**src/rtl/vis_mode_sequencer.sv**
```systemverilog
// Frame-synchronous visualizer mode sequencer: picks oSEL and oGAIN, switching only on VSync ticks.
// Optional gain fade through FADE_OUT/FADE_IN is enabled by defining VIS_MODE_SEQ_FADE_EN.
module vis_mode_sequencer #(
    parameter int unsigned NUM_MODES       = 9,
    parameter int unsigned DWELL_FRAMES    = 256,
    parameter int unsigned BLANK_FRAMES    = 2,
    parameter int unsigned DEBOUNCE_FRAMES = 3,
    parameter bit          VS_POL          = 1'b1
) (
    input  logic        iCLK_50,
    input  logic        iRST,
    input  logic        iVGA_VS,
    input  logic [3:0]  iSW_MODE,
    input  logic        iAUTO,
    input  logic        iKEY_NEXT,
    output logic [3:0]  oSEL,
    output logic [3:0]  oGAIN,
    output logic        oSWITCHING,
    output logic [15:0] oFRAME_CNT
);

`ifdef VIS_MODE_SEQ_FADE_EN
    typedef enum logic [1:0] {SHOW, FADE_OUT, BLANK, FADE_IN} state_t;
`else
    typedef enum logic [0:0] {SHOW, BLANK} state_t;
`endif

    localparam logic [3:0]  MAX_SEL    = 4'(NUM_MODES - 1);
    localparam logic [3:0]  DEB_MAX    = 4'(DEBOUNCE_FRAMES);
    localparam logic [3:0]  BLANK_LAST = 4'(BLANK_FRAMES - 1);
    localparam logic [15:0] DWELL_LAST = 16'(DWELL_FRAMES - 1);

    logic [1:0]  vs_sync_q;
    logic        vs_prev_q;
    logic [1:0]  key_sync_q;
    logic        key_prev_q;

    state_t      state_q, state_d;
    logic [3:0]  sel_q, sel_d;
    logic [3:0]  gain_q, gain_d;
    logic        switching_q, switching_d;
    logic [15:0] frame_q, frame_d;
    logic        key_req_q, key_req_d;
    logic        auto_q, auto_d;
    logic [3:0]  prev_req_q, prev_req_d;
    logic [3:0]  stab_q, stab_d;
    logic [15:0] dwell_q, dwell_d;
    logic [3:0]  blank_q, blank_d;
    logic [3:0]  target_q, target_d;

    logic        tick;
    logic        key_fall;
    logic        auto_toggle;
    logic [3:0]  req_c;
    logic [3:0]  next_sel;
    logic [3:0]  stab_nxt;
    logic [3:0]  cand;
    logic        expire;
    logic        start;

    always_ff @(posedge iCLK_50 or posedge iRST) begin
        if (iRST) begin
            vs_sync_q  <= '0;
            vs_prev_q  <= 1'b0;
            key_sync_q <= '0;
            key_prev_q <= 1'b0;
        end else begin
            vs_sync_q  <= {vs_sync_q[0], iVGA_VS};
            vs_prev_q  <= vs_sync_q[1];
            key_sync_q <= {key_sync_q[0], iKEY_NEXT};
            key_prev_q <= key_sync_q[1];
        end
    end

    assign tick     = VS_POL ? (vs_sync_q[1] & ~vs_prev_q) : (~vs_sync_q[1] & vs_prev_q);
    assign key_fall = key_prev_q & ~key_sync_q[1];

    assign auto_toggle = (iAUTO != auto_q);
    assign req_c       = (iSW_MODE > MAX_SEL) ? MAX_SEL : iSW_MODE;
    assign next_sel    = (sel_q == MAX_SEL) ? 4'd0 : sel_q + 4'd1;
    assign expire      = (dwell_q == DWELL_LAST);

    always_comb begin
        stab_nxt = stab_q;
        if (auto_toggle || (req_c != prev_req_q))
            stab_nxt = '0;
        else if (stab_q != DEB_MAX)
            stab_nxt = stab_q + 4'd1;
    end

    // Auto mode: key and dwell expiry merge into a single advance.
    always_comb begin
        cand  = req_c;
        start = 1'b0;
        if (iAUTO) begin
            cand  = next_sel;
            start = (key_req_q | expire) && (next_sel != sel_q);
        end else begin
            start = (stab_nxt == DEB_MAX) && (req_c != sel_q);
        end
    end

    always_comb begin
        state_d    = state_q;
        sel_d      = sel_q;
        gain_d     = gain_q;
        frame_d    = frame_q;
        key_req_d  = key_req_q;
        auto_d     = auto_q;
        prev_req_d = prev_req_q;
        stab_d     = stab_q;
        dwell_d    = dwell_q;
        blank_d    = blank_q;
        target_d   = target_q;

        // A tick discards any pending key; an edge in the same cycle survives to the next frame.
        if (tick)
            key_req_d = 1'b0;
        if (key_fall)
            key_req_d = 1'b1;

        if (tick) begin
            frame_d    = frame_q + 16'd1;
            auto_d     = iAUTO;
            prev_req_d = req_c;
            stab_d     = stab_nxt;

            if (auto_toggle)
                dwell_d = '0;
            else if (state_q == SHOW && iAUTO)
                dwell_d = dwell_q + 16'd1;

            case (state_q)
                SHOW: begin
                    if (start) begin
                        target_d = cand;
                        dwell_d  = '0;
                        blank_d  = '0;
`ifdef VIS_MODE_SEQ_FADE_EN
                        state_d  = FADE_OUT;
`else
                        state_d  = BLANK;
                        gain_d   = 4'd0;
`endif
                    end
                end
                BLANK: begin
                    if (blank_q == 4'd0)
                        sel_d = target_q;
                    blank_d = blank_q + 4'd1;
                    if (blank_q == BLANK_LAST) begin
`ifdef VIS_MODE_SEQ_FADE_EN
                        state_d = FADE_IN;
`else
                        state_d = SHOW;
                        gain_d  = 4'd15;
`endif
                    end
                end
`ifdef VIS_MODE_SEQ_FADE_EN
                FADE_OUT: begin
                    gain_d = gain_q - 4'd1;
                    if (gain_q == 4'd1) begin
                        state_d = BLANK;
                        blank_d = '0;
                    end
                end
                FADE_IN: begin
                    gain_d = gain_q + 4'd1;
                    if (gain_q == 4'd14)
                        state_d = SHOW;
                end
`endif
                default: state_d = SHOW;
            endcase
        end

        switching_d = (state_d != SHOW);
    end

    always_ff @(posedge iCLK_50 or posedge iRST) begin
        if (iRST) begin
            state_q     <= SHOW;
            sel_q       <= '0;
            gain_q      <= '1;
            switching_q <= 1'b0;
            frame_q     <= '0;
            key_req_q   <= 1'b0;
            auto_q      <= 1'b0;
            prev_req_q  <= '0;
            stab_q      <= '0;
            dwell_q     <= '0;
            blank_q     <= '0;
            target_q    <= '0;
        end else begin
            state_q     <= state_d;
            sel_q       <= sel_d;
            gain_q      <= gain_d;
            switching_q <= switching_d;
            frame_q     <= frame_d;
            key_req_q   <= key_req_d;
            auto_q      <= auto_d;
            prev_req_q  <= prev_req_d;
            stab_q      <= stab_d;
            dwell_q     <= dwell_d;
            blank_q     <= blank_d;
            target_q    <= target_d;
        end
    end

    assign oSEL       = sel_q;
    assign oGAIN      = gain_q;
    assign oSWITCHING = switching_q;
    assign oFRAME_CNT = frame_q;

endmodule
```
**config.mk**
```make
export PLATFORM = sky130hd
export DESIGN_NAME = vis_mode_sequencer
export DESIGN_NICKNAME = d
export VERILOG_FILES = /design/src/rtl/vis_mode_sequencer.sv
export SDC_FILE = /design/constraint.sdc
export NUM_CORES = 1
export LEC_CHECK = 0
export CORE_ASPECT_RATIO = 1.25
export CORE_MARGIN = 5
export CORE_UTILIZATION = 57
export CTS_CLUSTER_SIZE = 10
export DETAILED_ROUTE_END_ITERATION = 16
export DONT_BUFFER_PORTS = 1
export MAX_ROUTING_LAYER = met4
export PLACE_DENSITY = 0.81
export SLEW_MARGIN = 40
export SYNTH_ARGS = -nofsm -noshare
export SYNTH_HDL_FRONTEND = slang
export SYNTH_SLANG_ARGS = --single-unit
```
**constraint.sdc**
```tcl
create_clock -name iCLK_50 -period 2.3 [get_ports iCLK_50]
set_clock_uncertainty 0.05 [all_clocks]
set_input_delay 0.46 -clock iCLK_50 [delete_from_list [all_inputs] [get_ports iCLK_50]]
set_output_delay 0.46 -clock iCLK_50 [all_outputs]
set_load 0.005 [all_outputs]
```
* Word level (Yosys, flattened, before mapping)
Cells that the tools add are included.
** Storage, ports and cells
- Flip-flop bits (word level) :: 65
- Input bits :: 9
- Output and inout port bits :: 25
** Operators by class
- Add/subtract/negate cells :: 5
- Magnitude comparators :: 1
- Equal/unequal tests :: 11
- Mux-type cells :: 19
- Bitwise gates (word level) :: 6
- Reduce and logical (&&, ||, !) cells :: 10
** Operators by type and width (number)
- $mux W16 :: 4
- $add A16 B1 Y16 const B :: 2
- $mux W4 :: 7
- $eq A16 B8 Y1 const B :: 1
- $pmux W4 S2 :: 2
- $add A4 B1 Y4 const B :: 3
- $ne A4 B4 Y1 :: 3
- $reduce_and A3 Y1 :: 3
- $mux W1 :: 5
- $eq A4 B1 Y1 const B :: 1
- $eq A4 B2 Y1 const B :: 1
- $eq A4 B4 Y1 const B :: 1
- $gt A4 B4 Y1 const B :: 1
- $logic_not A4 Y1 :: 1
- $ne A4 B2 Y1 const B :: 1
- $logic_and A1 B1 Y1 :: 3
- $not A1 Y1 :: 3
- $and A1 B1 Y1 :: 2
- $ne A2 B1 Y1 const B :: 1
- $ne A2 B2 Y1 const B :: 1
- $pmux W1 S2 :: 1
- $reduce_and A2 Y1 :: 1
- $reduce_bool A2 Y1 :: 1
- $logic_or A1 B1 Y1 :: 1
- other kinds (2) :: 2

* Depth between registers and ports, before layout
Gate-level depths: netlist of run 1.
- Depth in word-level cells :: 10
- Mapped depth :: 8

* Worst setup path after synthesis of run 1
Ideal clock, no wire load.
- Kind :: flip-flop to flip-flop
- Start point :: register stab_q[0]
- End point :: register dwell_q[13]
- Library setup time :: 128 ps
- Arrival time :: 2085 ps
- Data required time :: 2122 ps
- Setup slack :: 37 ps
- Cell stages (with the launch flop) :: 9
- Path buffers :: 1
- Cell sequence :: dfrtp_1 ha_1 xor2_1 o32a_1 o41ai_2 nand3_1 clkbuf_1 a31oi_1 o31ai_1
** On the way
- Cells in the longest elaborated chain, start to end :: 8
- Elaborated cells between the ends (all ways) :: 9
- Classes of those cells :: add/sub: 1; eq/ne: 2; mux: 5; reduce/logical: 1
** Ends and longest elaborated chain
- start: declaration :: RTL line 46 : logic [3:0] stab_q, stab_d;
- start signal: assignment :: RTL line 204 : stab_q <= stab_d;
- $add A4 B1 Y4 / $ne A4 B2 Y1 (equally long branches) :: RTL line 88, 87
- $mux W4 * :: RTL line 87 : else if (stab_q != DEB_MAX)
- $mux W4 * :: RTL line 85 : if (auto_toggle || (req_c != prev_req_q))
- $eq A4 B2 Y1 * :: RTL line 99 : start = (stab_nxt == DEB_MAX) && (req_c != sel_q);
- $logic_and A1 B1 Y1 * :: RTL line 99
- $mux W1 * :: RTL line 95 : if (iAUTO) begin
- $mux W16 * :: RTL line 135 : if (start) begin
- $mux W16 * :: RTL line 133 : case (state_q)
- end signal: assignment :: RTL line 205 : dwell_q <= dwell_d;
- end: declaration :: RTL line 47 : logic [15:0] dwell_q, dwell_d;
Mark *: on every way between the ends. The rest lies on a longest branch, timed or not.
A chain may end at the register's enable or synchronous reset.

* Worst setup path in the final report of run 1
- Start point :: register stab_q[1]
- End point :: register dwell_q[11]
The elaborated chain is that of the path after synthesis.

==> qor_table.md, run 1 <==
| Step | Result | This run |
|---|---|---|
| critical path | Buffers plus inverters on the worst setup path | 1 |
| critical path | Kind of start point of the critical path | flop |
| global route | Overall Global Routing Usage | 19.7% |
| critical path | Setup Crit Path Kind | flop to flop |
| global route | Global-route wire length before repair | 11.3 mm |
| synth | #FFs+latches synth | 62 |
| sta | Count of endpoints failing setup in the final report | 0 |
| critical path | Data required time of the worst path | 2.47 ns |
| synth | Most frequently used cell type in the post-synthesis netlist | dfrtp_1 |
| route | First drt pass iteration count | 4 |
| global route | Sum of overflow across all layers after global routing | 0 |
| job | Max-cap violations | 0 |
| place | Worst slack after detailed placement | 0.0802 ns |
| critical path | Maximum fanout encountered on the critical timing path | 8 |
| floorplanning | Die outline area | 7440 um^2 |
| clocking | Number of buffers created by CTS | 9 |
| sta | Period minus WS final | 2.29 ns |
| global route | Met2 track demand over resource in global routing | 33.1% |
| final layout | Fin nets | 363 |
| floorplanning | Core region area | 5740 um^2 |
| synth | Number of unique standard cell types used by synthesis | 57 |
| sta | Setup repair after global routing missed its margin | yes |
| synth | Cell Area, Synth | 3310 um^2 |
| place | Half-perimeter wire length of the detailed placement result | 4.66 mm |
| synth | Avg Inst Size Synth | 9.79 um^2 |
| global route | Pin count of the biggest net entering global routing | 44 |
| sta | Number of hold-slack violations in the final timing report | 0 |
| critical path | Crit path capture type | flop |
| route | Vias | 2508 |
| route | DRT iter0 DRCs | 159 |
| final layout | Share of the core filled with cells in the final layout | 63.3% |
| clocking | Clock transition time at the flip-flop clock pins of the worst setup and hold paths | 0.07 ns |
| critical path | Crit-path leading delay family | compound AO/OA/AOI/OAI gates |
| critical path | Register-to-Register Setup Slack | 0.008 ns |
| synth | Mapped Nets | 355 |
| place | Routability cong. | 0.863 |
| synth | Count of synthesis-stage warnings from yosys | 0 |
| worst hold path | Hold-critical path endpoint | vs_sync_q[0] |
| synth | Compound-gate portion of the synthesized area | 13.7% |
| clocking | Clock latency reported for the late side of the worst-skew pair | 0.34 ns |
| place | Number of I/O port buffers | 0 |
| global route | Via count of the first global-routing pass | 2445 |
| floorplanning | Core Rows | 31 |
| synth | Proportion of synthesized area in mux cells | 4.54% |
| synth | Share of flip-flops with an asynchronous set or reset | 100% |
| critical path | Arrival time at the worst endpoint | 2.46 ns |
| sta | Timing-limited maximum frequency | 436 MHz |
| synth | Leading register cell type out of synthesis | dfrtp_1 |
| global route | Global Route met3 Usage | 4.44% |
| sta | Max Slew Vio Count | 0 |
| global route | Number of antenna violations at the first check in global routing | 0 |
| sta | Slack of the critical path | 0.00804 ns |
| pwr | Leakage power | 1.60 nW |
| final layout | Filler Cell Count | 454 |
| synth | Number of enable flip-flop cells after synthesis | 0 |
| final layout | Diode count | 0 |
| critical path | Worst reg2reg path startpoint | stab_q[1] |
| synth | Simple-gate area share of the yosys netlist | 21.3% |
| floorplanning | Number of I/O pins | 34 |
| sta | Ratio of final minimum period to clock period | 99.7% |
| global route | GR Layer Usage met1 | 23.2% |
| final layout | Share of cells above drive strength 1 | 15.4% |
| synth | Dominant cells by area after synthesis | dfrtp_1 (46%), nand2_1 (4.9%), xnor2_1 (4.2%) |
| synth | Post-synthesis share of cell area spent on xor and xnor gates | 6.09% |
| place | Cell Count Post-Placement | 398 |
| worst hold path | Cell depth of the worst hold path | 0 |
| synth | Post-synthesis sequential area ratio | 46.9% |
| synth | Synth top area share | 46.1% |
| floorplanning | Die X | 78.1 um |
| route | Wirelength, routed | 6.70 mm |
| route | Routed via count divided by cell count | 6.03 |
| pwr | Maximum VDD drop | 0.000515 V |
| critical path | Crit-path max cell delay | 0.43 ns |
| synth | Syn Inst Count | 338 |
| final layout | Synth-to-layout area growth | 9.83% |
| global route | Global route hottest layer | met2 |
| final layout | Number of standard cells in the layout, taps in and fillers out | 416 |
| route | Post-route ant nets | 0 |
| route | Routed len/inst | 16.1 um |
| critical path | List of cells traversed by the critical path | ha_1, xor2_1, o32a_1, o41ai_4, nand3_2, buf_6, a31oi_4, o31ai_2 |
| synth | Synth cell count leaders | dfrtp_1 (61), nand2_1 (43), nor2_1 (19) |
| synth | Main combinational cell family by area after synthesis | simple AND/OR/NAND/NOR gates |
| sta | Slew margin rel. | 71.0% |
| clocking | CTS HTree Levels | 3 |
| critical path | Worst reg2reg path depth | 8 |
| final layout | Post-route cell area | 3630 um^2 |
| clocking | Buffer cell driving the clock tree root | clkbuf_8 |
| clocking | Clock tree from TritonCTS | yes |
| worst hold path | Class of the tightest hold or removal check | primary input to flop |
| clocking | Clock sink count | 62 |
| synth | Fraction of the mapped netlist area in adder cells | 3.03% |
| clocking | CTS Buffer Depth | 2 |
| critical path | Endpoint of the worst register-to-register path | dwell_q[11] |
| pwr | Power per Cell Area | 817 nW/um^2 |
| sta | Slew at the pin with the worst max-slew slack | 0.432 ns |
| critical path | Critical-path cell with the highest stage delay | dfrtp_1 |
| route | Post-route DRC violation count | 0 |
| floorplanning | Height of the die | 95.2 um |
| floorplanning | Effective utilization at floorplan | 57.6% |
| place | Cell Area, Placed | 3390 um^2 |
| worst hold path | Worst hold start | iVGA_VS |
| synth | Synth area leader | dfrtp_1 |
| status | Outcome | finished clean |
## cell usage in the layout (no fill, tap or decap), types with 6 or more instances in the layout
master    instances
dfrtp_1          61
nand2_1          42
nor2_1           19
o21ai_0          17
nand3_1          17
xnor2_1          16
a21oi_1          13
inv_1            12
nand4_1          10
clkbuf_8         10
buf_4            10
and3_1            8
ha_1              8
xor2_1            7
mux2_2            7
and2_1            6
## stage by stage
step                power, mW  hold WS, ns  setup TNS [ns]
floorplan                1.97        0.281               0
global placement         2.08        0.282               0
detailed placement       2.12        0.286               0
CTS                      2.95       0.0783               0
global route             3.14       0.0727          -0.567
finish                   2.97       0.0913               0
## state kept, by name (all words and copies together) (netlist names)
name and cells:
auto_q 1, blank_q 4, dwell_q 16, key_prev_q 1, key_req_q 1, key_sync_q 2
oFRAME_CNT 16, oGAIN 1, oSEL 4, oSWITCHING 1, prev_req_q 4, stab_q 4
target_q 4, vs_prev_q 1, vs_sync_q 2
## routing by layer
layer | wire (um) | vias up
met5 | 0 | -
met4 | 67 | 0
met3 | 323 | 6
met2 | 3510 | 63
met1 | 2790 | 1231
li1 | - | 1208
## how the worst max path moves through the flow
| stage | end | cells after the start | from |
|---|---|---|---|
| 2_1_floorplan | dwell_q[13] | 8 | stab_q[0] |
| 3_5_place_dp | dwell_q[11] | 8 | stab_q[1] |
| 6_report | dwell_q[11] | 8 | stab_q[1] |
| 5_1_grt | dwell_q[11] | 8 | stab_q[1] |
| 3_3_place_gp | target_q[2] | 6 | iSW_MODE[3] |
| 4_1_cts | dwell_q[11] | 8 | stab_q[1] |
## area by class of cell
cell class	instances	area [um^2]	area share (%)
Clock inverter	3	21.3	0.585
Inverter	14	52.6	1.45
Clock buffer	12	145	3.99
Sequential cell	62	1550	42.7
Timing Repair Buffer	14	121	3.34
Tap cell	66	82.6	2.27
Multi-Input combinational cell	245	1660	45.6
## power by group
part           switching, mW  internal, mW  leakage (nW)
clock                  0.425         0.415        0.0824
sequential             0.205          1.26         0.810
combinational          0.333         0.328         0.706
total                  0.964          2.01          1.60
## kinds of logic after synthesis
family	count (synthesis)
XOR/XNOR	23
buffers and inverters	31
AO/OA/AOI/OAI	68
adder cells (fa/ha/maj)	8
flip-flops	62
multiplexers	12
AND/OR/NAND/NOR	134
## repair_timing
action,CTS,global route
setup buffers,0,1
endpoints found under the setup margin,1,18
hold buffers,1,0
pin swaps,1,6
hold endpoints to repair,18,0
gates cloned,0,1
resized for setup,0,10
No activity file was read; power rests on OpenSTA's default activity.
==> run 2: changes to the inputs <==
- ABC_AREA: unset -> 1
- CAP_MARGIN: unset -> 20
- TNS_END_PERCENT: unset -> 1
==> run 2 against run 1 <==
Effect of this change:
- design area is 2.8% lower
- routed wire length is 9.9% lower
- critical path depth is 2 higher
- largest cell class is now sequential cells
- largest power group unchanged
==> qor_table.md, run 2 <==
| Step | Result | This run | vs previous |
|---|---|---|---|
| status | Outcome | finished clean |  |
| critical path | Arrival time at the worst endpoint | 2.12 ns | -0.34 ns |
| floorplanning | Die outline area | 7450 um^2 | +0.24% |
| pwr | Part of the power in registers | 52.1% | +2.6 points |
| synth | Count of synthesis-stage warnings from yosys | 0 | unchanged |
| floorplanning | Core Rows | 31 | unchanged |
| clocking | Clock sink count | 62 | unchanged |
| synth | Mapped Nets | 378 | +6.5% |
| critical path | Buffers plus inverters on the worst setup path | 0 | -1 |
| final layout | Share of the core filled with cells in the final layout | 61.5% | -1.8 points |
| sta | Ratio of final minimum period to clock period | 85.5% | -14 points |
| pwr | Clk network pwr share | 28.0% | -0.3 points |
| synth | Most frequently used cell type in the post-synthesis netlist | nand2_1 |  |
| synth | Dominant cells by area after synthesis | dfrtp_1 (46%), nand2_1 (9.7%), xor2_1 (5.5%) |  |
| synth | Synth top area share | 46.0% | -0.12 points |
| global route | Overall Global Routing Usage | 19.1% | -0.67 points |
| final layout | Synth-to-layout area growth | 6.45% |  |
| synth | Share of flip-flops with an asynchronous set or reset | 100% | unchanged |
| synth | #FFs+latches synth | 62 | unchanged |
| floorplanning | Number of I/O pins | 34 | unchanged |
| clocking | Buffer cell driving the clock tree root | clkbuf_8 |  |
| final layout | Most common cell after layout, fill and taps aside | nand2_1 |  |
| clocking | Clock transition time at the flip-flop clock pins of the worst setup and hold paths | 0.07 ns | about the same |
| route | First drt pass iteration count | 4 | unchanged |
| sta | Timing-limited maximum frequency | 509 MHz | +17% |
| clocking | Clock latency reported for the late side of the worst-skew pair | 0.33 ns | about the same |
| route | Post-route DRC violation count | 0 | unchanged |
| final layout | Fin nets | 384 | +5.8% |
| final layout | Diode count | 0 | unchanged |
| sta | Max Slew Vio Count | 0 | unchanged |
| clocking | CTS HTree Levels | 3 | unchanged |
| route | Routed len/inst | 13.8 um | -14% |
| final layout | Post-route cell area | 3530 um^2 | -2.8% |
| clocking | Clock tree from TritonCTS | yes |  |
| synth | Syn Inst Count | 361 | +6.8% |
| pwr | Overall power consumption | 2.85 mW | -3.9% |
| clocking | Post-CTS Setup Repair Bufs | 0 | unchanged |
| sta | Post-Route Setup TNS | 0 ns | unchanged |
| critical path | Maximum fanout encountered on the critical timing path | 15 | +7 |
| route | Post-route ant nets | 0 | unchanged |
| synth | Leading register cell type out of synthesis | dfrtp_1 |  |
| pwr | Maximum VDD drop | 0.000429 V | -17% |
| synth | Post-synthesis sequential area ratio | 46.8% | -0.12 points |
| sta | Final worst hold slack | 0.0232 ns | -0.0681 ns |
| pwr | Sw Share | 33.5% | +1.0 points |
| clocking | Number of buffers created by CTS | 9 | unchanged |
| route | DRT iter0 DRCs | 115 | -28% |
| route | Wirelength, routed | 6.04 mm | -9.9% |
| synth | Synth cell count leaders | nand2_1 (86), dfrtp_1 (61), inv_1 (36) |  |
| critical path | Setup Crit Path Kind | flop to flop |  |
| critical path | Crit-path leading delay family | simple AND/OR/NAND/NOR gates |  |
| pwr | Power per Cell Area | 808 nW/um^2 | -1.1% |
| sta | Setup repair after global routing missed its margin | no |  |
| clocking | CTS Buffer Depth | 2 | unchanged |
| place | Routability cong. | 0.869 | +0.77% |
| global route | Sum of overflow across all layers after global routing | 0 | unchanged |
| floorplanning | Effective utilization at floorplan | 57.8% | +0.15 points |
| critical path | List of cells traversed by the critical path | ha_1, and3_1, nor2_1, nand2_1, nor2_1, nand3_2, nand2_4, nand3_4, nand2_4, o21ai_0 |  |
| pwr | Sw power | 0.955 mW | -0.88% |
| synth | Number of unique standard cell types used by synthesis | 39 | -32% |
| synth | Synth area leader | dfrtp_1 |  |
| floorplanning | Core region area | 5740 um^2 | unchanged |
| floorplanning | Height of the die | 95.3 um | +0.12% |
| place | Half-perimeter wire length of the detailed placement result | 4.32 mm | -7.3% |
| route | Routed via count divided by cell count | 5.37 | -11% |
| sta | Count of endpoints failing setup in the final report | 0 | unchanged |
| critical path | Data required time of the worst path | 2.45 ns | -0.02 ns |
| global route | Via count of the first global-routing pass | 2438 | -0.29% |
| global route | Pin count of the biggest net entering global routing | 63 | +43% |
| clocking | # hold bufs at CTS | 0 | -1 |
| pwr | Internal power summed over all cells | 1.90 mW | -5.4% |
| place | Number of I/O port buffers | 0 | unchanged |
| final layout | Share of cells above drive strength 1 | 16.8% | +1.3 points |
| worst hold path | Class of the tightest hold or removal check | primary input to asynchronous set/reset pin |  |
| critical path | Critical-path cell with the highest stage delay | dfrtp_1 |  |
| critical path | Kind of start point of the critical path | flop |  |
| sta | Slew margin rel. | 72.6% | +1.6 points |
| floorplanning | Die X | 78.2 um | +0.12% |
| clocking | Post_cts resized | 0 | unchanged |
| job | Max-cap violations | 0 | unchanged |
| sta | Slew at the pin with the worst max-slew slack | 0.408 ns | -0.0244 ns |
| sta | Period minus WS final | 1.97 ns | -0.326 ns |
| synth | Cell Area, Synth | 3320 um^2 | +0.26% |
| pwr | Leakage power | 1.60 nW | +0.30% |
| place | Cell Area, Placed | 3370 um^2 | -0.77% |
| route | Vias | 2342 | -6.6% |
| sta | Slack of the critical path | 0.334 ns | +0.326 ns |
| critical path | Crit path capture type | flop |  |
| critical path | Register-to-Register Setup Slack | 0.33 ns | +0.33 ns |
| global route | Number of antenna violations at the first check in global routing | 0 | unchanged |
| place | Cell Count Post-Placement | 422 | +6.0% |
| critical path | Crit-path max cell delay | 0.42 ns | about the same |
| synth | Avg Inst Size Synth | 9.19 um^2 | -6.1% |
| pwr | Combinational group share of total power | 20.0% | -2.3 points |
| place | Worst slack after detailed placement | 0.335 ns | +0.254 ns |
| sta | Number of hold-slack violations in the final timing report | 0 | unchanged |
| synth | Number of enable flip-flop cells after synthesis | 0 | unchanged |
| global route | Global-route wire length before repair | 10.7 mm | -4.7% |
| final layout | Number of standard cells in the layout, taps in and fillers out | 436 | +4.8% |
| final layout | Most frequent cells in the layout | nand2_1 (86), dfrtp_1 (61), inv_1 (35), o21ai_0 (22), xor2_1 (21) |  |
## run 2: cell count changes in the layout (fill, tap and decap cells not counted), sizes merged, moves of 6 or more
| cell | previous run | this run |
|---|---|---|
| nor2 | 19 | 29 |
| xor2 | 7 | 21 |
| and3 | 8 | 2 |
| and2 | 6 | 0 |
| a21oi | 15 | 5 |
| o21ai | 20 | 26 |
| inv | 14 | 42 |
| buf | 13 | 3 |
| mux2 | 12 | 1 |
| nand2 | 43 | 91 |
## run 2: logic make-up (layout without fill, tap and decap cells)
family / Yosys count / count (layout) / share of synthesized area, %
adders and majority gates: 8 / 8 / 3.02
DFF: 62 / 62 / 46.8
buffers and inverters: 50 / 59 / 6.75
AOI/OAI and AO/OA: 43 / 43 / 8.64
and+or+nand+nor: 159 / 159 / 24.4
xor gates and xnor gates: 37 / 37 / 9.77
muxes: 2 / 2 / 0.641
## run 2: routing by layer
| metal | vias to the layer above | global-route usage [%] | routed length, um |
|---|---|---|---|
| met5 | - | - | 0 |
| met4 | 0 | 9.33 | 112 |
| met3 | 8 | 5.39 | 356 |
| met2 | 56 | 32.0 | 3000 |
| met1 | 1108 | 21.0 | 2570 |
| li1 | 1170 | - | - |
## run 2: final timing paths
check,startpoint,to,depth (start not counted)
worst min register to register,vs_sync_q[0],vs_sync_q[1],0
worst max register to register,stab_q[0],dwell_q[6],10
worst min-delay path,iRST,oFRAME_CNT[0],2
worst max-delay path,stab_q[0],dwell_q[6],10
min in group iCLK_50,iVGA_VS,vs_sync_q[0],0
max in group asynchronous,iRST,oGAIN[2],2
## run 2: cell type report
class	instances	area (um^2)
clock buffer	10	138
clock inverter	4	25.0
fill	482	2210
inverter	42	158
multi-input combinational	249	1540
sequential	62	1550
tap	66	82.6
timing repair buffer	3	35.0
## run 2: power by group through the flow
stage / sequential [mW] / combinational [mW] / clock, mW
finish: 1.49 / 0.570 / 0.798
global route: 1.52 / 0.663 / 0.872
CTS: 1.49 / 0.577 / 0.827
detailed placement: 1.51 / 0.574 / 0
global placement: 1.50 / 0.557 / 0
floorplan: 1.45 / 0.518 / 0
==> run 3: changes to the inputs <==
- clock period: 2.3 -> 1.8 ns (I/O delays scaled with it)
==> run 3 against run 2 <==
Effect of this change:
- final cell count rose by 9.6%
- utilization is 8.5 points higher
- die area unchanged
- routed wire length increased by 14%
- sequential share of layout area down 5.3 points
- clock power grew 48%
- worst setup slack worse by 0.33 ns
- combinational power up 65%
- design area grew 14%
- critical path depth stayed put
- via count grew 9.7%
- clock-buffer cell count did not move
- critical path type unchanged
==> qor_table.md, run 3 (synthesis results as in run 2) <==
| Step | Result | This run | vs previous |
|---|---|---|---|
| status | Outcome | finished clean |  |
| global route | Via count of the first global-routing pass | 2610 | +7.1% |
| clocking | CTS Buffer Depth | 2 | unchanged |
| final layout | Share of cells above drive strength 1 | 30.6% | +14 points |
| global route | Global-route wire length before repair | 11.7 mm | +8.8% |
| pwr | Overall power consumption | 4.00 mW | +40% |
| floorplanning | Die X | 78.2 um | unchanged |
| global route | Overall Global Routing Usage | 20.7% | +1.6 points |
| global route | Sum of overflow across all layers after global routing | 0 | unchanged |
| route | First drt pass iteration count | 4 | unchanged |
| critical path | Setup Crit Path Kind | flop to flop |  |
| final layout | Post-route cell area | 4020 um^2 | +14% |
| sta | Timing-limited maximum frequency | 557 MHz | +9.6% |
| final layout | Register cell area after layout | 1560 um^2 | +0.16% |
| place | Routability cong. | 0.860 | -1.0% |
| sta | Slew at the pin with the worst max-slew slack | 0.614 ns | +0.206 ns |
| route | DRT iter0 DRCs | 137 | +19% |
| floorplanning | Die outline area | 7450 um^2 | unchanged |
| critical path | Crit-path max cell delay | 0.39 ns | -0.03 ns |
| final layout | Diode count | 0 | unchanged |
| global route | Pin count of the biggest net entering global routing | 28 | -56% |
| critical path | Maximum fanout encountered on the critical timing path | 7 | -8 |
| floorplanning | Effective utilization at floorplan | 57.8% | unchanged |
| clocking | CTS HTree Levels | 3 | unchanged |
| route | Vias | 2569 | +9.7% |
| route | Routed len/inst | 14.4 um | +4.3% |
| route | Post-route DRC violation count | 0 | unchanged |
| critical path | Arrival time at the worst endpoint | 1.96 ns | -0.16 ns |
| critical path | Kind of start point of the critical path | flop |  |
| sta | Slew margin rel. | 59.0% | -14 points |
| clocking | Clock latency reported for the late side of the worst-skew pair | 0.34 ns | about the same |
| clocking | Clock transition time at the flip-flop clock pins of the worst setup and hold paths | 0.07 ns | about the same |
| clocking | Number of buffers created by CTS | 9 | unchanged |
| sta | Period minus WS final | 1.79 ns | -0.172 ns |
| route | Routed via count divided by cell count | 5.37 | about the same |
| worst hold path | Cell depth of the worst hold path | 2 |  |
| sta | Count of endpoints failing setup in the final report | 0 | unchanged |
| critical path | Data required time of the worst path | 1.97 ns | -0.48 ns |
| sta | Post-Route Setup TNS | 0 ns | unchanged |
| critical path | Buffers plus inverters on the worst setup path | 1 | +1 |
| critical path | Critical-path cell with the highest stage delay | dfrtp_1 |  |
| final layout | Filler Cell Count | 437 | -9.3% |
| worst hold path | Class of the tightest hold or removal check | primary input to flop |  |
| clocking | Clock tree from TritonCTS | yes |  |
| critical path | Worst reg2reg path depth | 10 | unchanged |
| route | Post-route ant nets | 0 | unchanged |
| floorplanning | Number of I/O pins | 34 | unchanged |
| final layout | Most frequent cells in the layout | nand2_1 (82), dfrtp_1 (59), buf_4 (39), inv_1 (32), xor2_1 (20) |  |
| pwr | Power per Cell Area | 994 nW/um^2 | +23% |
| floorplanning | Height of the die | 95.3 um | unchanged |
| place | Cell Area, Placed | 3580 um^2 | +6.4% |
| critical path | List of cells traversed by the critical path | buf_4, nand3_2, xor2_1, nand2_1, nor2_2, nand3_2, nand2_4, nand3_4, nand2_8, o22ai_2 |  |
| place | Half-perimeter wire length of the detailed placement result | 4.78 mm | +11% |
| clocking | Buffer cell driving the clock tree root | clkbuf_8 |  |
| critical path | Crit path capture type | flop |  |
| global route | Number of antenna violations at the first check in global routing | 0 | unchanged |
| sta | Number of hold-slack violations in the final timing report | 0 | unchanged |
| job | Max-cap violations | 0 | unchanged |
| route | Wirelength, routed | 6.90 mm | +14% |
| final layout | Synth-to-layout area growth | 21.2% |  |
| final layout | Fin nets | 425 | +11% |
| final layout | Most common cell after layout, fill and taps aside | nand2_1 |  |
| floorplanning | Core Rows | 31 | unchanged |
| pwr | Maximum VDD drop | 0.000699 V | +63% |
| pwr | Leakage power | 1.86 nW | +16% |
| critical path | Number of cells on the critical path | 10 | unchanged |
| sta | Setup repair after global routing missed its margin | yes |  |
| critical path | Crit-path leading delay family | simple AND/OR/NAND/NOR gates |  |
| final layout | Area of combinational cells with multiple inputs | 1690 um^2 | +9.8% |
| sta | Max Slew Vio Count | 0 | unchanged |
| place | Number of I/O port buffers | 0 | unchanged |
| critical path | Cell mode on critical path | nand3_2 |  |
| final layout | Share of the core filled with cells in the final layout | 70.1% | +8.5 points |
| clocking | Clock sink count | 62 | unchanged |
| sta | Ratio of final minimum period to clock period | 99.7% | +14 points |
| floorplanning | Core region area | 5740 um^2 | unchanged |
[run 3: cell count changes in the layout (fill, tap and decap cells not counted), sizes merged]
| cell | previous run | this run |
|---|---|---|
| clkinvlp | 2 | 1 |
| nand2 | 91 | 92 |
| inv | 42 | 41 |
| buf | 3 | 40 |
| bufinv | 0 | 1 |
| clkinv | 2 | 4 |
| dlygate4sd3 | 0 | 3 |
[run 3: stage by stage]
step | instances | hold WS (ns) | worst slack [ns]
6_report | 478 | 0.0929 | 0.00628
4_1_cts | 471 | 0.0802 | 0.00389
3_5_place_dp | 450 | 0.290 | -0.121
2_1_floorplan | 361 | 0.281 | 0.00999
5_1_grt | 478 | 0.0841 | -0.0704
3_3_place_gp | 450 | 0.284 | -0.0285
[run 3: layer usage]
layer  GRT usage, %  vias to the layer above  wire length (um)
met5              -                        -                 0
li1               -                     1255                 -
met4           9.62                        0               157
met1           22.1                     1239              2750
met3           5.48                       14               351
met2           35.9                       61              3640
[run 3: what timing repair did]
action | 4_1_cts | 5_1_grt
gates cloned | 1 | 0
hold endpoints to repair | 26 | 0
setup endpoints to repair | 24 | 28
buffers inserted | 2 | 7
pin swaps | 7 | 18
hold buffers | 3 | 0
resized for setup | 10 | 33
[run 3: final cells by class]
class / instances / area share (%)
well taps: 66 / 2.05
flip-flops and latches: 62 / 38.7
multi-input cells: 250 / 42.1
repair buffers: 43 / 8.53
clock buffers: 10 / 3.42
inverters: 42 / 4.01
clock inverters: 5 / 1.24
[run 3: worst paths after layout]
check | start | endpoint | slack [ns]
hold / removal | iSW_MODE[1] | prev_req_q[1] | 0.09
max in group asynchronous | iRST | dwell_q[2] | 0.63
min in group asynchronous | iRST | key_sync_q[0] | 0.52
setup reg to reg | stab_q[0] | dwell_q[15] | 0.006
setup / recovery | stab_q[0] | dwell_q[15] | 0.006
hold reg to reg | key_sync_q[0] | key_sync_q[1] | 0.31
[run 3: report_power, final]
part	switching, mW	internal (mW)
sequential	0.254	1.63
clock	0.518	0.659
combinational	0.532	0.410
